## src/rtl/cache_arb_pkg.sv

```systemverilog
// Shared types for the L1-to-LLC line arbiter.
// Optional round-robin tie break is enabled with CACHE_ARB_RR_EN.
package cache_arb_pkg;

  localparam int ARB_ADDR_W = 32;
  localparam int ARB_LINE_W = 256;

  typedef enum logic [1:0] {
    IDLE,
    BUSY_I,
    BUSY_D,
    RECOVER
  } arb_state_t;

  typedef enum logic [1:0] {
    NONE,
    I,
    D
  } arb_owner_t;

endpackage

```

## src/rtl/cache_arb_grant.sv

```systemverilog
// Combinational winner select between I-cache and D-cache requests.
// CACHE_ARB_RR_EN: ties alternate using last_owner; otherwise D wins.
module cache_arb_grant
  import cache_arb_pkg::*;
(
  input  logic       i_req,
  input  logic       d_req,
`ifdef CACHE_ARB_RR_EN
  input  arb_owner_t last_owner,
`endif
  output arb_owner_t winner
);

  arb_owner_t tie;

`ifdef CACHE_ARB_RR_EN
  assign tie = (last_owner == D) ? I : D;
`else
  assign tie = D;
`endif

  always_comb begin
    winner = NONE;
    unique case (1'b1)
      d_req && !i_req: winner = D;
      i_req && !d_req: winner = I;
      i_req && d_req:  winner = tie;
      default:         winner = NONE;
    endcase
  end

endmodule

```

## src/rtl/cache_arbiter.sv

```systemverilog
// One-at-a-time line arbiter between L1 I/D caches and the LLC adaptor.
// Define CACHE_ARB_RR_EN for round-robin tie breaking.
module cache_arbiter
  import cache_arb_pkg::*;
#(
  parameter int ADDR_W = ARB_ADDR_W,
  parameter int LINE_W = ARB_LINE_W
) (
  input  logic              clk,
  input  logic              reset_n,
  input  logic              i_read_i,
  input  logic [ADDR_W-1:0] i_address_i,
  output logic [LINE_W-1:0] i_line_o,
  output logic              i_resp_o,
  input  logic              d_read_i,
  input  logic              d_write_i,
  input  logic [ADDR_W-1:0] d_address_i,
  input  logic [LINE_W-1:0] d_line_i,
  output logic [LINE_W-1:0] d_line_o,
  output logic              d_resp_o,
  output logic              mem_read_o,
  output logic              mem_write_o,
  output logic [ADDR_W-1:0] mem_address_o,
  output logic [LINE_W-1:0] mem_line_o,
  input  logic [LINE_W-1:0] mem_line_i,
  input  logic              mem_resp_i
);

  arb_state_t state;
  arb_owner_t winner;
  logic       d_req;

  assign d_req = d_read_i | d_write_i;

`ifdef CACHE_ARB_RR_EN
  logic       last_d;
  arb_owner_t last_owner;

  assign last_owner = last_d ? D : I;
`endif

  cache_arb_grant u_grant (
    .i_req      (i_read_i),
    .d_req      (d_req),
`ifdef CACHE_ARB_RR_EN
    .last_owner (last_owner),
`endif
    .winner     (winner)
  );

  // Caches qualify the shared line with their own resp.
  assign i_line_o = mem_line_i;
  assign d_line_o = mem_line_i;
  assign i_resp_o = mem_resp_i & (state == BUSY_I);
  assign d_resp_o = mem_resp_i & (state == BUSY_D);

  always_ff @(posedge clk or negedge reset_n) begin
    if (!reset_n) begin
      state         <= IDLE;
      mem_read_o    <= 1'b0;
      mem_write_o   <= 1'b0;
      mem_address_o <= '0;
      mem_line_o    <= '0;
`ifdef CACHE_ARB_RR_EN
      last_d        <= 1'b1;
`endif
    end else begin
      unique case (state)
        IDLE: begin
          if (winner == D) begin
            state         <= BUSY_D;
            mem_address_o <= d_address_i;
            // A simultaneous read+write is served as the write-back.
            if (d_write_i) begin
              mem_write_o <= 1'b1;
              mem_line_o  <= d_line_i;
            end else begin
              mem_read_o  <= 1'b1;
            end
`ifdef CACHE_ARB_RR_EN
            last_d        <= 1'b1;
`endif
          end else if (winner == I) begin
            state         <= BUSY_I;
            mem_address_o <= i_address_i;
            mem_read_o    <= 1'b1;
`ifdef CACHE_ARB_RR_EN
            last_d        <= 1'b0;
`endif
          end
        end
        BUSY_I, BUSY_D: begin
          if (mem_resp_i) begin
            mem_read_o  <= 1'b0;
            mem_write_o <= 1'b0;
            state       <= RECOVER;
          end
        end
        RECOVER: state <= IDLE;
        default: state <= IDLE;
      endcase
    end
  end

endmodule
```

## config.mk

```make
export PLATFORM = sky130hd
export DESIGN_NAME = cache_arbiter
export DESIGN_NICKNAME = d
export VERILOG_FILES = /design/src/rtl/cache_arb_pkg.sv /design/src/rtl/cache_arb_grant.sv /design/src/rtl/cache_arbiter.sv
export SDC_FILE = /design/constraint.sdc
export NUM_CORES = 1
export LEC_CHECK = 0
export CAP_MARGIN = 30
export CORE_AREA = 2 2 539 541
export CTS_CLUSTER_DIAMETER = 30
export DETAILED_ROUTE_END_ITERATION = 8
export DIE_AREA = 0 0 541 543
export PLACE_DENSITY = 0.33
export SYNTH_ARGS = -nofsm -noshare
export SYNTH_HDL_FRONTEND = slang
export SYNTH_HIERARCHICAL = 1
export SYNTH_SLANG_ARGS = --single-unit
```

## constraint.sdc

```tcl
create_clock -name clk -period 1.8 [get_ports clk]
set_input_delay 0.36 -clock clk [delete_from_list [all_inputs] [get_ports clk]]
set_output_delay 0.36 -clock clk [all_outputs]
set_load 0.005 [all_outputs]
```

==> results.md, run 1 <==
* Total grt overflow at 0
* Fillcell total at 32922
* Max H-tree Level at 3
* Mux contribution to synthesized area at between 20% and 30%
* CTS Buf Count at ~110
* Fmax at slightly below 0.5 GHz
* Number of global-route vias before repair at between 10000 and 15000
* Ys Warns at 6
* Top cell type's share of synthesized area at 46.9%
* Via count at approximately 11000
* Antenna violations before repair at 52
* RSZ-0062 raised after global routing: true
* Share of cells above drive strength 1 at a little over half
* Syn Std Cell Area at about 16000 µm²
* CP max stage delay at between 300 and 400 ps
* Clock share of power at 37.6%
* Routability congestion estimate at approximately 0.74
* Avg WL per Cell at about 24 µm
* Outcome: finished with violations
* Internal at 0.0346 W
* Die width at between 500 and 600 µm
* Synth area leaders: dfrtp_1 (47%), buf_4 (25%), mux2_1 (10%)
* Largest family of logic cells by synthesized area: buffers and inverters
* Placed Instances at between 5000 and 6000
* Initial core utilization at under 10%
* Max FO, Critical Path at 2
* Combinational share of power at between 30% and 40%
* Synthesized flop and latch total at 292
* Core area at 287000 µm²
* HPWL after DPL at about 110000 µm
* Max Cap Violations at 0
* Post-Synth Simple-Gate Area at under 10%
* Period utilization at 114%
* Post-route minimum period at slightly above 2000 ps
* Actual slew at the worst max-slew pin at approximately 480 ps
* Post-Syn Instances at between 1000 and 1500
* Critical path data required time at 1440 ps
* Pwr/cell area at ~1800 nW/µm²
* PortBufs at roughly 620
* Pre-Repair DR Iteration Count at 4
* CP max stage cell: dfrtp_1
* Pre-CTS setup slack at -1090 ps
* Relative slew slack at 67.9%
* Final hold vios at 0
* Root buffer cell: clkbuf_16
* Post-Synth Adder-Cell Area at 0.482%
* Iteration-0 DRC Markers at 353
* Antenna Nets Post-Route at 0
* Largest area contributor in the netlist: dfrtp_1
* Compound-Gate Fraction of Synth Area at ~1.3%
* Sequential power share at between 20% and 30%
* Sequential area share after synthesis at between 40% and 50%
* Final cell count without fillers at about 5400
* Clock-pin slew on the worst setup and hold paths at 40 ps
* Setup WS post-layout at -257 ps
* Clk_lat worst skew at approximately 760 ps
* Switching share of total power at about 33%
* Clock sink count at slightly below 300
* Setup-failing EPs final at approximately 250
* Final slew viol count at 0
* Failing checks: setup timing
* XOR/XNOR Fraction of Synth Area at 0%
* CP Class: reg2out
* Crit path arrival time at about 1700 ps
* Routed WL at approximately 130000 µm
* Syn nets at 1815
* Post-Syn Area per Cell at 12.7 µm²
* Worst Skew at 37.7 ps
* Hold Path Class: in2async
* Clock tree buffer depth at 4
* Net Switching at around 0.017 W
* Post-DR vias/cell at between 1.5 and 2
* Pin count of the biggest net entering global routing at between 50 and 60
* Overall routing resource usage at between 8 and 9%
* Cells along the critical path: inv_2 -> buf_6 -> ha_4 -> and2_4 -> buf_12
* Peak supply drop at about 700 µV
* Die H at between 500 and 600 µm
* I/O Pins at around 1400
* Die area at a little under 300000 µm²
* Area Overhead vs Synth at 80.3%
* Critical Path Sink Type: output port
* Layout Nets at 2137
* Row Count at 197
* Lkg Pwr at between 10 and 15 nW
* Residual DRC at 0
* Netlist cell types at 21
* CTS tree: yes
* Startpoint types: register
* First-pass GRT wire length at approximately 160000 µm
[worst max-delay path: cells and delay by family (launching register included)]
| kind | cells | cell delay [ps] |
|---|---|---|
| flip-flops | 1 | 360 |
| buffers and inverters | 3 | 290 |
| adder cells (fa/ha/maj) | 1 | 140 |
| AND/OR/NAND/NOR | 1 | 130 |
[metrics by stage]
| step | setup TNS (ps) | hold slack, ps | total power [W] | instance area, µm² | util [%] |
|---|---|---|---|---|---|
| floorplan | 0 | 64.4 | 0.0175 | 15700 | - |
| global placement | -278190 | 326 | 0.0312 | 23000 | 8.01 |
| detailed placement | -249450 | 321 | 0.0313 | 23000 | 8.01 |
| CTS | -26150 | 56.6 | 0.0526 | 27800 | 9.68 |
| global route | -57840 | 105 | 0.0551 | 28100 | 9.77 |
| finish | -38050 | 128 | 0.0516 | 28100 | 9.78 |
[worst paths after layout]
path | startpoint | end | slack, ps | depth (start not counted)
max | state[1] | i_resp_o | -260 | 5
min | reset_n | mem_line_o[22] | 130 | 2
max reg2reg | state[1] | mem_line_o[205] | -240 | 11
min reg2reg | mem_address_o[28] | mem_address_o[28] | 470 | 2
max in group asynchronous | reset_n | mem_line_o[142] | 800 | 3
min in group clk | d_line_i[233] | mem_line_o[233] | 180 | 2
[timing repair]
action / CTS / global route
endpoints found under the setup margin: 459 / 268
setup buffers: 75 / 12
pin swaps: 4 / 1
cloned: 17 / 4
hold buffers: 1 / 0
gates resized for setup: 1239 / 104
hold endpoints to repair: 286 / 0
[power by group through the flow]
stage	sequential, W	clock (W)	combinational (W)
2_1_floorplan	0.0119	0	0.00563
3_3_place_gp	0.0124	0	0.0189
3_5_place_dp	0.0124	0	0.0189
4_1_cts	0.0125	0.0200	0.0201
5_1_grt	0.0129	0.0203	0.0219
6_report	0.0124	0.0194	0.0198
[state kept, by name, summed over array words and instances (netlist names)]
name and cells:
mem_read_o 1, mem_write_o 1, mem_address_o 32, mem_line_o 256
state 2
[cell families after synthesis]
kind of cell               count (synthesis)
AOI/OAI and AO/OA                         37
muxes                                    293
adders and majority gates                  6
buffers and inverters                    558
and+or+nand+nor                           41
DFF                                      292
[cell usage in the layout, fill, tap and decap left out, drive strengths merged]
cell type,netlist,final
bufinv,0,19
inv,6,9
diode,0,13
a21oi,1,1
buf,545,394
clkinvlp,0,4
nor2b,1,1
clkinv,0,22
clkbuf,7,150
nand3,1,1
nand2,35,35
clkdlybuf4s15,0,33
dlygate4sd3,0,1
ha,6,6
a22oi,1,1
nand2b,1,1
o21ai,33,33
or2,1,1
and2,2,2
dlygate4sd2,0,4
mux2,256,256
clkdlybuf4s50,0,324
dfrtp,292,292
mux2i,37,37
a22o,2,2
[routing by layer]
layer	GRT usage, %	wire length [µm]	up-vias	part of all wire, %
met5	0.247	103	-	0.078
met4	3.42	5330	2	4.0
met3	8.35	28100	353	21
met2	13.3	57500	1116	43
met1	7.72	41200	4993	31
li1	-	-	4269	-
[area by class of cell]
| type | instances | area (µm²) | share of cell area [%] |
|---|---|---|---|
| clock buffer | 142 | 2950 | 10.5 |
| inverter | 6 | 22.5 | 0.0801 |
| sequential | 292 | 7330 | 26.1 |
| timing repair buffer | 764 | 7570 | 26.9 |
| clock inverter | 48 | 771 | 2.74 |
| multi-input combinational | 377 | 4700 | 16.7 |
| antenna | 13 | 32.5 | 0.116 |
| tap | 3781 | 4730 | 16.8 |
[synth_stat cells]
master	number
nand2b_1	1
nand3_1	1
mux2_2	16
inv_1	6
a21oi_1	1
and2_1	2
nand2_1	35
ha_1	6
clkbuf_1	7
buf_4	515
a22oi_1	1
a22o_1	2
buf_2	6
buf_6	24
o21ai_0	33
mux2_1	140
nor2b_1	1
mux2i_1	37
or2_2	1
mux2_4	100
dfrtp_1	292
Note: power is estimated with default switching activity, not from simulation.
==> run 2, diff against run 1 <==
--- a/config.mk
+++ b/config.mk
@@ -8,7 +8,7 @@
 export CAP_MARGIN = 30
-export CORE_AREA = 2 2 539 541
+export CORE_AREA = 10 10 532 534
 export CTS_CLUSTER_DIAMETER = 30
 export DETAILED_ROUTE_END_ITERATION = 8
-export DIE_AREA = 0 0 541 543
-export PLACE_DENSITY = 0.33
+export DIE_AREA = 0 0 542 544
+export PLACE_DENSITY = 0.34
 export SYNTH_ARGS = -nofsm -noshare
--- a/constraint.sdc
+++ b/constraint.sdc
@@ -3,2 +3,2 @@
 set_output_delay 0.36 -clock clk [all_outputs]
-set_load 0.005 [all_outputs]
+set_load 0.01 [all_outputs]
==> run 2 against run 1 <==
The flow still finishes with violations (setup timing). Clock skew up 35 ps. Combinational power rose by 5%. Core utilization is 0.33 points higher. First-iteration DRC count is 7.6% higher. Register-to-register slack better by 20 ps. Critical path type unchanged. Final cell count shrank 4.0%. Sequential share of layout area up 0.49 points. Wire length increased by 4.3%. Clock power fell by 15%. Die area is 0.37% higher.
==> results.md, run 2 (synthesized netlist as in run 1, its figures left out) <==
* Setup WS post-layout at -239 ps
* PortBufs at slightly above 600
* Fmax at 0.490 GHz
* Avg WL per Cell at around 27 µm
* Via count at between 10000 and 15000
* Biggest register: mem_line_o
* Critical Path Sink Type: output port
* Die H at 544 µm
* Iteration-0 DRC Markers at 380
* Worst Skew at 72.4 ps
* Pin count of the biggest net entering global routing at around 60
* Share of cells above drive strength 1 at between 40% and 50%
* Total grt overflow at 0
* RSZ-0062 raised after global routing: true
* Routability congestion estimate at 0.716
* Worst setup path endpoint: i_resp_o
* Layout Nets at about 2100
* Antenna Nets Post-Route at 0
* Initial core utilization at 5.72%
* Antenna violations before repair at 72
* Setup-failing EPs final at approximately 260
* Pre-Repair DR Iteration Count at 4
* Residual DRC at 0
* First-pass GRT wire length at around 160000 µm
* Clk_lat worst skew at around 680 ps
* Final hold vios at 0
* Fillcell total at between 30000 and 40000
* Clock tree buffer depth at 3
* Peak supply drop at ~710 µV
* Die width at 542 µm
* Largest regs: mem_line_o x256, mem_address_o x32, state x2
* Post-DP Area at between 20000 and 25000 µm²
* CTS Buf Count at 96
* Register-to-register setup slack at -220 ps
* Final cell count without fillers at approximately 5200
* Period utilization at 113%
* Critical path data required time at about 1400 ps
* Clock sink count at ~290
* Crit path arrival time at approximately 1700 ps
* HPWL after DPL at about 120000 µm
* Overall routing resource usage at 8.80%
* Hold Path Class: in2async
* Final slew viol count at 0
* Lkg Pwr at approximately 12 nW
* Placed Instances at 4974
* Commonest non-fill, non-tap cell in the layout: clkdlybuf4s50_1
* RR Endpoint: mem_line_o[231]
* Outcome: finished with violations
* Most frequent cells in the layout: clkdlybuf4s50_1 (323), dfrtp_1 (285), mux2_4 (254)
* Max H-tree Level at 3
* Total power at about 0.05 W
* CP Launch Point: state[1]
* Core area at 272000 µm²
* Startpoint types: register
* Post-route minimum period at 2040 ps
* Row Count at 192
* Pwr/cell area at 1790 nW/µm²
* Failing checks: setup timing
* Clock-pin slew on the worst setup and hold paths at roughly 40 ps
* Number of global-route vias before repair at 11752
* Die area at 295000 µm²
* Post-DR vias/cell at between 2 and 2.5
* Max FO, Critical Path at 2
* Routed WL at around 140000 µm
* Design area at approximately 28000 µm²
* Actual slew at the worst max-slew pin at between 300 and 400 ps
* R2r worst-path depth at 11
* Worst r2r src: state[0]
* Max reg flops at between 200 and 300
* Root buffer cell: clkbuf_16
* CTS tree: yes
* Relative slew slack at approximately 75%
* I/O Pins at between 1000 and 1500
* Max Cap Violations at 0
* CP Class: reg2out
* Area Overhead vs Synth at 76.7%
## run 2: worst max-delay path: stages, from the launching register on
cell and delay (ps):
dfrtp_1 390, inv_2 80, buf_6 90, ha_2 150
and2_4 160, buf_12 120
## run 2: how the worst min path moves through the flow
stage	start	end	slack, ps	cells after the start
final	reset_n	mem_line_o[73]	190	2
after floorplan	reset_n	mem_address_o[0]	60	0
after CTS	reset_n	mem_line_o[73]	140	2
after global placement	reset_n	mem_line_o[73]	250	1
after detailed placement	reset_n	mem_line_o[73]	260	1
after global routing	reset_n	mem_line_o[73]	180	2
## run 2: what timing repair did
| item | in CTS | in global routing |
|---|---|---|
| setup buffers | 18 | 17 |
| pin swaps | 5 | 3 |
| resized for setup | 739 | 145 |
| endpoints found under the hold margin | 202 | 0 |
| gates cloned | 12 | 7 |
| endpoints found under the setup margin | 321 | 281 |
| hold buffers | 1 | 0 |
## run 2: area by class of cell
| class | count | area (µm²) | area share [%] |
|---|---|---|---|
| Timing Repair Buffer | 752 | 7600 | 27.6 |
| Sequential cell | 292 | 7320 | 26.6 |
| Multi-Input combinational cell | 377 | 4860 | 17.6 |
| Tap cell | 3589 | 4490 | 16.3 |
| Clock buffer | 140 | 2780 | 10.1 |
| Clock inverter | 34 | 447 | 1.62 |
| Antenna cell | 15 | 37.5 | 0.136 |
| Inverter | 6 | 22.5 | 0.0818 |
## run 2: per-stage QoR
step           utilization [%]  TNS [ps]  setup slack [ps]  hold slack [ps]
3_3_place_gp              8.43   -225780              -903              255
3_5_place_dp              8.43   -218210              -891              257
4_1_cts                   9.90    -24530              -305              138
6_report                  10.1    -34870              -239              191
2_1_floorplan                -         0             0.860             64.4
5_1_grt                   10.1    -50920              -341              183
## run 2: report_power, final
part	leakage (nW)	total [W]	internal, W	switching [W]
clock network	1.58	0.0164	0.0114	0.00497
logic	6.66	0.0207	0.0102	0.0105
registers	3.50	0.0122	0.00996	0.00227
total	11.7	0.0494	0.0316	0.0178
## run 2: routing by layer
metal | vias up | track usage (%) | wire length [µm]
li1 | 4224 | - | -
met1 | 4899 | 8.10 | 44400
met2 | 1143 | 13.3 | 58700
met3 | 369 | 8.57 | 29000
met4 | 8 | 3.18 | 5380
met5 | - | 1.01 | 438
==> run 3, diff against run 2 <==
- TNS_END_PERCENT: not set -> 50
==> run 3 against run 2 <==
The flow still finishes with violations (setup timing). Combinational power down 5%. Wire length fell by 0.25%. Final area down 2.0%. Clock power is essentially flat. Setup slack improved by 8.5 ps. Sequential power barely moved. Final cell count fell by 0.19%. Worst hold slack about the same. Core utilization decreased by 0.20 points. Sequential cell count unchanged. Power decreased by 2.4%. Largest cell class unchanged.
==> results.md, run 3 (synthesized netlist as in run 1, its figures left out) <==
* Initial core utilization at 5.72%
* Antenna Nets Post-Route at 0
* Lkg Pwr at ~11 nW
* Delay-heaviest family, CP: flip-flops
* Utilization after layout at under 10%
* Biggest register: mem_line_o
* I/O Pins at between 1000 and 1500
* Final slew viol count at 0
* Clock-pin slew on the worst setup and hold paths at approximately 40 ps
* Layout Nets at 2100
* Worst Skew at around 77 ps
* Worst Hold Margin at between 150 and 200 ps
* Die area at slightly below 300000 µm²
* Met2 usage at approximately an eighth
* Actual slew at the worst max-slew pin at around 340 ps
* Iteration-0 DRC Markers at approximately 360
* Failing checks: setup timing
* Share of cells above drive strength 1 at between 40% and 50%
* Pre-CTS setup slack at -891 ps
* Post-route minimum period at 2030 ps
* Max H-tree Level at 3
* Clock tree buffer depth at 3
* Critical Path Sink Type: output port
* Via count at roughly 11000
* CP max stage delay at a little under 400 ps
* Hold Path Class: in2async
* Total grt overflow at 0
* Residual DRC at 0
* Total power at around 0.048 W
* CTS Buf Count at 96
* Fmax at a little under 0.5 GHz
* Relative slew slack at between 70% and 80%
* Clock sink count at 292
* Setup WS post-layout at -231 ps
* Critical path data required time at around 1400 ps
* Area Overhead vs Synth at 73.2%
* WP buf/inv at 3
* CP max stage cell: dfrtp_1
* Grt met3 use at 8.53%
* Routability congestion estimate at roughly 0.7
* Row Count at 192
* Max FO, Critical Path at 2
* Period utilization at 113%
* Antenna violations before repair at 72
* Root buffer cell: clkbuf_16
* Max reg flops at ~260
* Most frequent cells in the layout: clkdlybuf4s50_1 (323), dfrtp_1 (285), mux2_4 (183)
* Die H at ~540 µm
* Max Cap Violations at 0
* Overall routing resource usage at 8.61%
* CTS tree: yes
* HPWL after DPL at 121000 µm
* Routed WL at between 100000 and 150000 µm
* RSZ-0062 raised after global routing: true
* Crit path arrival time at about 1700 ps
* Fillcell total at 31299
* M1 GR Usage at approximately 7.9%
* Outcome: finished with violations
* Clk_lat worst skew at 680 ps
* Core area at about 270000 µm²
* Setup-failing EPs final at 97
* Commonest non-fill, non-tap cell in the layout: clkdlybuf4s50_1
* Post-DR vias/cell at 2.03
* Final hold vios at 0
* First-pass GRT wire length at about 160000 µm
* Number of global-route vias before repair at ~12000
* Peak supply drop at roughly 690 µV
* Pin count of the biggest net entering global routing at 61
* Avg WL per Cell at ~26 µm
* Pwr/cell area at 1780 nW/µm²
* PortBufs at between 600 and 700
* Grt peak-use layer: met2
* Largest regs: mem_line_o x256, mem_address_o x32, state x2
* CP Class: reg2out
* Startpoint types: register
* Pre-Repair DR Iteration Count at 5
* Cells along the critical path: inv_2 -> buf_6 -> ha_2 -> and2_4 -> buf_12
* Die width at approximately 540 µm
[run 3: changes by cell type in the layout (fill, tap and decap cells not counted), sizes merged]
cell and change:
dlymetal6s2s +1, diode +3, dlygate4sd2 -1, buf -23, clkdlybuf4s15 +1, clkbuf +9
[run 3: final timing paths]
| check | slack, ps | cells past startpoint | from | end |
|---|---|---|---|---|
| max | -230 | 5 | state[1] | i_resp_o |
| min | 190 | 2 | reset_n | mem_line_o[73] |
| max reg2reg | -60 | 9 | state[1] | mem_line_o[34] |
| min reg2reg | 480 | 2 | mem_address_o[1] | mem_address_o[1] |
| max in group asynchronous | 930 | 3 | reset_n | mem_line_o[22] |
| min in group clk | 270 | 2 | d_line_i[92] | mem_line_o[92] |
[run 3: report_power, final]
part | internal [W] | switching [W]
Clock | 0.0114 | 0.00495
Combinational | 0.00931 | 0.0103
Sequential | 0.00996 | 0.00223
Total | 0.0307 | 0.0175
[run 3: area by class of cell]
type	count	area [µm²]	area share, %
inverters	6	22.5	0.0834
repair buffers	739	7370	27.3
flip-flops and latches	292	7320	27.1
clock buffers	140	2780	10.3
well taps	3589	4490	16.6
multi-input cells	377	4530	16.8
diodes	18	45.0	0.167
clock inverters	34	447	1.65
[run 3: metal layers]
metal	part of all wire [%]	routed length [µm]
met5	0.32	438
met4	3.6	4990
met3	21	28600
met2	43	59000
met1	32	44600
[run 3: worst reg2reg max path, cell delays in order (launching register included)]
cell     delay, ps
dfrtp_1        390
inv_2           70
buf_4          110
ha_4           150
nand3_4        110
buf_12         180
buf_4          150
buf_8          140
buf_6          130
mux2_1         310
[run 3: stage by stage]
stage                     setup TNS [ps]  cells  area [µm²]
after floorplan                        0   1227       15700
after global placement           -225780   4974       23000
after detailed placement         -218210   4974       23000
after CTS                          -1400   5153       26000
after global routing              -12450   5179       27000
final                              -3310   5195       27000
[run 3: what timing repair did]
action / 4_1_cts / 5_1_grt
gates resized for setup: 613 / 133
endpoints found under the setup margin: 321 / 243
gates cloned: 0 / 18
endpoints found under the hold margin: 202 / 0
hold buffers: 1 / 0
setup buffers: 4 / 7
pin swaps: 3 / 4
==> edit 1, RTL diff (settings of run 3) <==
Build with the macro `CACHE_ARB_RR_EN` defined.
--- a/src/rtl/cache_arb_grant.sv
+++ b/src/rtl/cache_arb_grant.sv
@@ -1,5 +1,7 @@
 // Combinational winner select between I-cache and D-cache requests.
 // CACHE_ARB_RR_EN: ties alternate using last_owner; otherwise D wins.
+`define CACHE_ARB_RR_EN
+
 module cache_arb_grant
   import cache_arb_pkg::*;
 (
Formal check against the unedited RTL: not equivalent (a bounded check fails within 4 cycles, from zero or initial values and one cycle with reset_n low).
==> edit 1 against run 3 <==
  * The run still ends with negative setup slack left
  * Largest cell class is now flip-flops and latches
  * Register-to-register slack got worse by 0.39 ns
  * Design area is 0.96% lower
  * Via count about the same
  * Routed wire length decreased by 0.21%
  * Area after synthesis fell by 2.2%
  * Power grew 4.3%
  * Combinational power rose by 6%
  * Setup slack got worse by 0.21 ns
  * Critical path depth rose by 3
  * Final cell count is essentially flat
  * Sequential cell count rose by 1
  * Highest routed layer unchanged
==> edit 1: results (changes against run 3) <==
The run finished, with violations left. Violated checks: negative setup slack (unchanged). The static leakage power was 10.5 nW (was 11.3 nW); the fraction of met2 tracks used by global routing was 14.0% (was 13.0%). The tools report the net load switching power as 0.0177 W (was 0.0175 W). The tools report the global-route wire length before repair as 162000 um (was 159000 um). The number of placed cells counting well taps is 4948 (was 4974), and the register area share after synthesis is 48.1% (was 46.9%). Slew of the pin with the lowest slew margin: 0.439 ns (was 0.340 ns). The tools report the met1 layer usage reported by global route as 7.61% (was 7.88%). The tools report the number of antenna violations at the first check in global routing as 81 (was 72). For the number of standard cells in the layout, taps in and fillers out, the log shows 5190 (was 5195). The routed length on met1 came out at 41700 um (was 44600 um). The post-synth net total is 1820 (was 1815). The worst IR drop on VDD was 0.695 mV (was 0.691 mV). Top cells by count, synth: sky130_fd_sc_hd__buf_4, sky130_fd_sc_hd__dfrtp_1, sky130_fd_sc_hd__mux2_2 (was sky130_fd_sc_hd__buf_4, sky130_fd_sc_hd__dfrtp_1, sky130_fd_sc_hd__mux2_1). The sequential share of power is 24.4% (was 25.3%), and the final count of negative-setup-slack endpoints is 443 (was 97).

The logs give 2088 (was 2100) for the final net count and 137000 um (was 138000 um) for the detailed-route wire length. The tools report the combinational gate power as 0.0207 W (was 0.0196 W). The count of TritonRoute iterations in the first routing pass came out at 4 (was 5). The largest buffer count on any clock path came out at 4 (was 3). The post-placement cell area was 22300 um2 (was 23000 um2). The largest stage delay on the critical path is 0.56 ns (was 0.39 ns), and the via count of the first global-routing pass is 11400 (was 11500).

The tools report the number of fill cells in the layout as 31300 (about the same). The post-route worst setup slack is -0.445 ns (was -0.231 ns). The tools report the data arrival time of the worst path as 2.87 ns (was 1.67 ns).

The tools report the critical path startpoint as last_d (was state[1]).
-- edit 1: cell types whose count changed in the layout (fill, tap and decap cells not counted), moves of 8 or more --
cell                              before  now
sky130_fd_sc_hd__buf_6                19   56
sky130_fd_sc_hd__mux2_4              183   68
sky130_fd_sc_hd__dlygate4sd2_1        85    1
sky130_fd_sc_hd__clkdlybuf4s15_1      27    1
sky130_fd_sc_hd__clkdlybuf4s50_1     323  470
sky130_fd_sc_hd__clkdlybuf4s15_2      28   10
sky130_fd_sc_hd__clkinv_2             19   31
sky130_fd_sc_hd__mux2_1               58    0
sky130_fd_sc_hd__buf_4               128  118
sky130_fd_sc_hd__buf_8                14    6
sky130_fd_sc_hd__mux2i_2               8    0
sky130_fd_sc_hd__mux2_2               15  189
sky130_fd_sc_hd__buf_2                66   13
-- edit 1: repair_timing --
item	in CTS	in global routing
gates resized for setup	461	107
setup endpoints to repair	540	473
pin swaps	0	2
hold buffers	1	0
setup buffers	16	12
gates cloned	3	3
endpoints found under the hold margin	290	0
-- edit 1: cells by family (layout without fill, tap and decap cells) --
group | after synthesis | in the layout | synth area share [%]
and+or+nand+nor | 41 | 41 | 1.15
buffers and inverters | 559 | 908 | 27.5
muxes | 294 | 294 | 21.4
DFF | 293 | 293 | 48.1
adders and majority gates | 6 | 6 | 0.492
AOI/OAI and AO/OA | 39 | 39 | 1.36
other | 0 | 20 | 0
-- edit 1: final cells by class --
type,count,area [um2],area share [%]
flip-flops and latches,293,7340,27.5
repair buffers,711,7270,27.2
diodes,20,50.0,0.187
well taps,3589,4490,16.8
clock inverters,38,324,1.21
multi-input cells,380,4150,15.5
inverters,8,30.0,0.112
clock buffers,151,3080,11.5
==> edit 2, RTL diff (flow settings as in run 3) <==
Without the edit above. Register the outputs `i_line_o`, `i_resp_o`, `d_line_o` and `d_resp_o`, without a reset; this adds one clock of latency there. The other outputs are not delayed to match.
--- a/src/rtl/cache_arbiter.sv
+++ b/src/rtl/cache_arbiter.sv
@@ -49,10 +49,12 @@
   );
 
   // Caches qualify the shared line with their own resp.
-  assign i_line_o = mem_line_i;
-  assign d_line_o = mem_line_i;
-  assign i_resp_o = mem_resp_i & (state == BUSY_I);
-  assign d_resp_o = mem_resp_i & (state == BUSY_D);
+  always_ff @(posedge clk) begin
+    i_line_o <= mem_line_i;
+    i_resp_o <= mem_resp_i & (state == BUSY_I);
+    d_line_o <= mem_line_i;
+    d_resp_o <= mem_resp_i & (state == BUSY_D);
+  end
 
   always_ff @(posedge clk or negedge reset_n) begin
     if (!reset_n) begin
Behaviour: not the same (a bounded check fails within 4 cycles, from zero or initial values and one cycle with reset_n low).
==> edit 2 against run 3 <==
  * The flow still finishes with violations (negative setup slack)
  * Core utilization rose by 6.3 points
  * Power is 60% higher
  * Area after synthesis is 19% higher
  * Design area rose by 63%
  * Setup slack better by 0.21 ns
  * Routed wire length increased by 29%
  * Final cell count up 29%
  * Sequential cell count rose by 258
  * Combinational power is 9% higher
  * Largest power group is now clock
==> edit 2: results (changes against run 3) <==
The overall track demand over capacity in global routing was 11.4% (was 8.61%). The post-place setup slack was -0.859 ns (was -0.891 ns); the average cell area after synthesis was 15.1 um2 (was 12.7 um2). The tools report the setup clock skew after layout as 0.0575 ns (was 0.0765 ns). Top cells by area, synth: sky130_fd_sc_hd__dfrtp_1, sky130_fd_sc_hd__dfxtp_1, sky130_fd_sc_hd__mux2_1 (was sky130_fd_sc_hd__dfrtp_1, sky130_fd_sc_hd__buf_4, sky130_fd_sc_hd__mux2_1).

The post-CTS setup buffer count is 58 (was 4). The final count of negative-setup-slack endpoints is 9 (was 97), and the length in cells of the worst reg-to-reg path is 7 (was 9). The tools report the count of different cell masters after synthesis as 22 (was 21). The post-route worst setup slack is -0.0255 ns (was -0.231 ns), and the final setup TNS is -0.124 ns (was -3.31 ns). The tools report the number of fill cells in the layout as 30200 (was 31300).

The logs give 205 (was 96) for the clock buffer count from CTS and 0.0772 W (was 0.0482 W) for the post-layout total power. The run gives 6684 (was 5195) as the number of standard cells in the layout, taps in and fillers out. The logs give 4 (was 3) for the CTS H-tree depth and 4 (was 3) for the largest buffer count on any clock path. The later-pin clock latency in the skew report is 0.84 ns (was 0.68 ns), and the routed length per instance is 26.6 um (was 26.5 um).

The run gives 2888 (was 613) as the count of cells resized by post-cts repair. Register area share after synthesis: 67.2% (was 46.9%). The final HPWL from detailed placement is 153000 um (was 121000 um), and the share of synthesized flip-flops with an asynchronous set or reset is 53.1% (was 100%). The run finished, with violations left.

Violated checks: negative setup slack (unchanged). The run gives 17400 (was 10500) as the count of vias placed by the detailed router. Path class of the lowest-slack min-delay path: in -> reg (was in -> async). The static leakage power was 19.1 nW (was 11.3 nW). The critical path startpoint is mem_line_o[228] (was state[1]).
-- edit 2: changes by cell type after synthesis --
cell                             run 3  this run
sky130_fd_sc_hd__mux2_4            100        40
sky130_fd_sc_hd__buf_4             515       267
sky130_fd_sc_hd__buf_6              24        14
sky130_fd_sc_hd__buf_2               6         8
sky130_fd_sc_hd__dfxtp_1             0       258
sky130_fd_sc_hd__mux2_1            140       200
-- edit 2: layer usage --
metal,track usage (%),up-vias,wire length [um]
li1,-,7311,-
met1,12.9,8227,69300
met2,18.4,1412,79800
met3,5.90,447,21000
met4,3.90,18,7280
met5,0,-,104
-- edit 2: cell type report --
class / instances / share of cell area (%)
flip-flops and latches: 550 / 29.1
multi-input cells: 377 / 8.93
clock buffers: 282 / 13.3
repair buffers: 1755 / 35.2
clock inverters: 93 / 3.11
well taps: 3589 / 10.2
diodes: 32 / 0.181
inverters: 6 / 0.0510
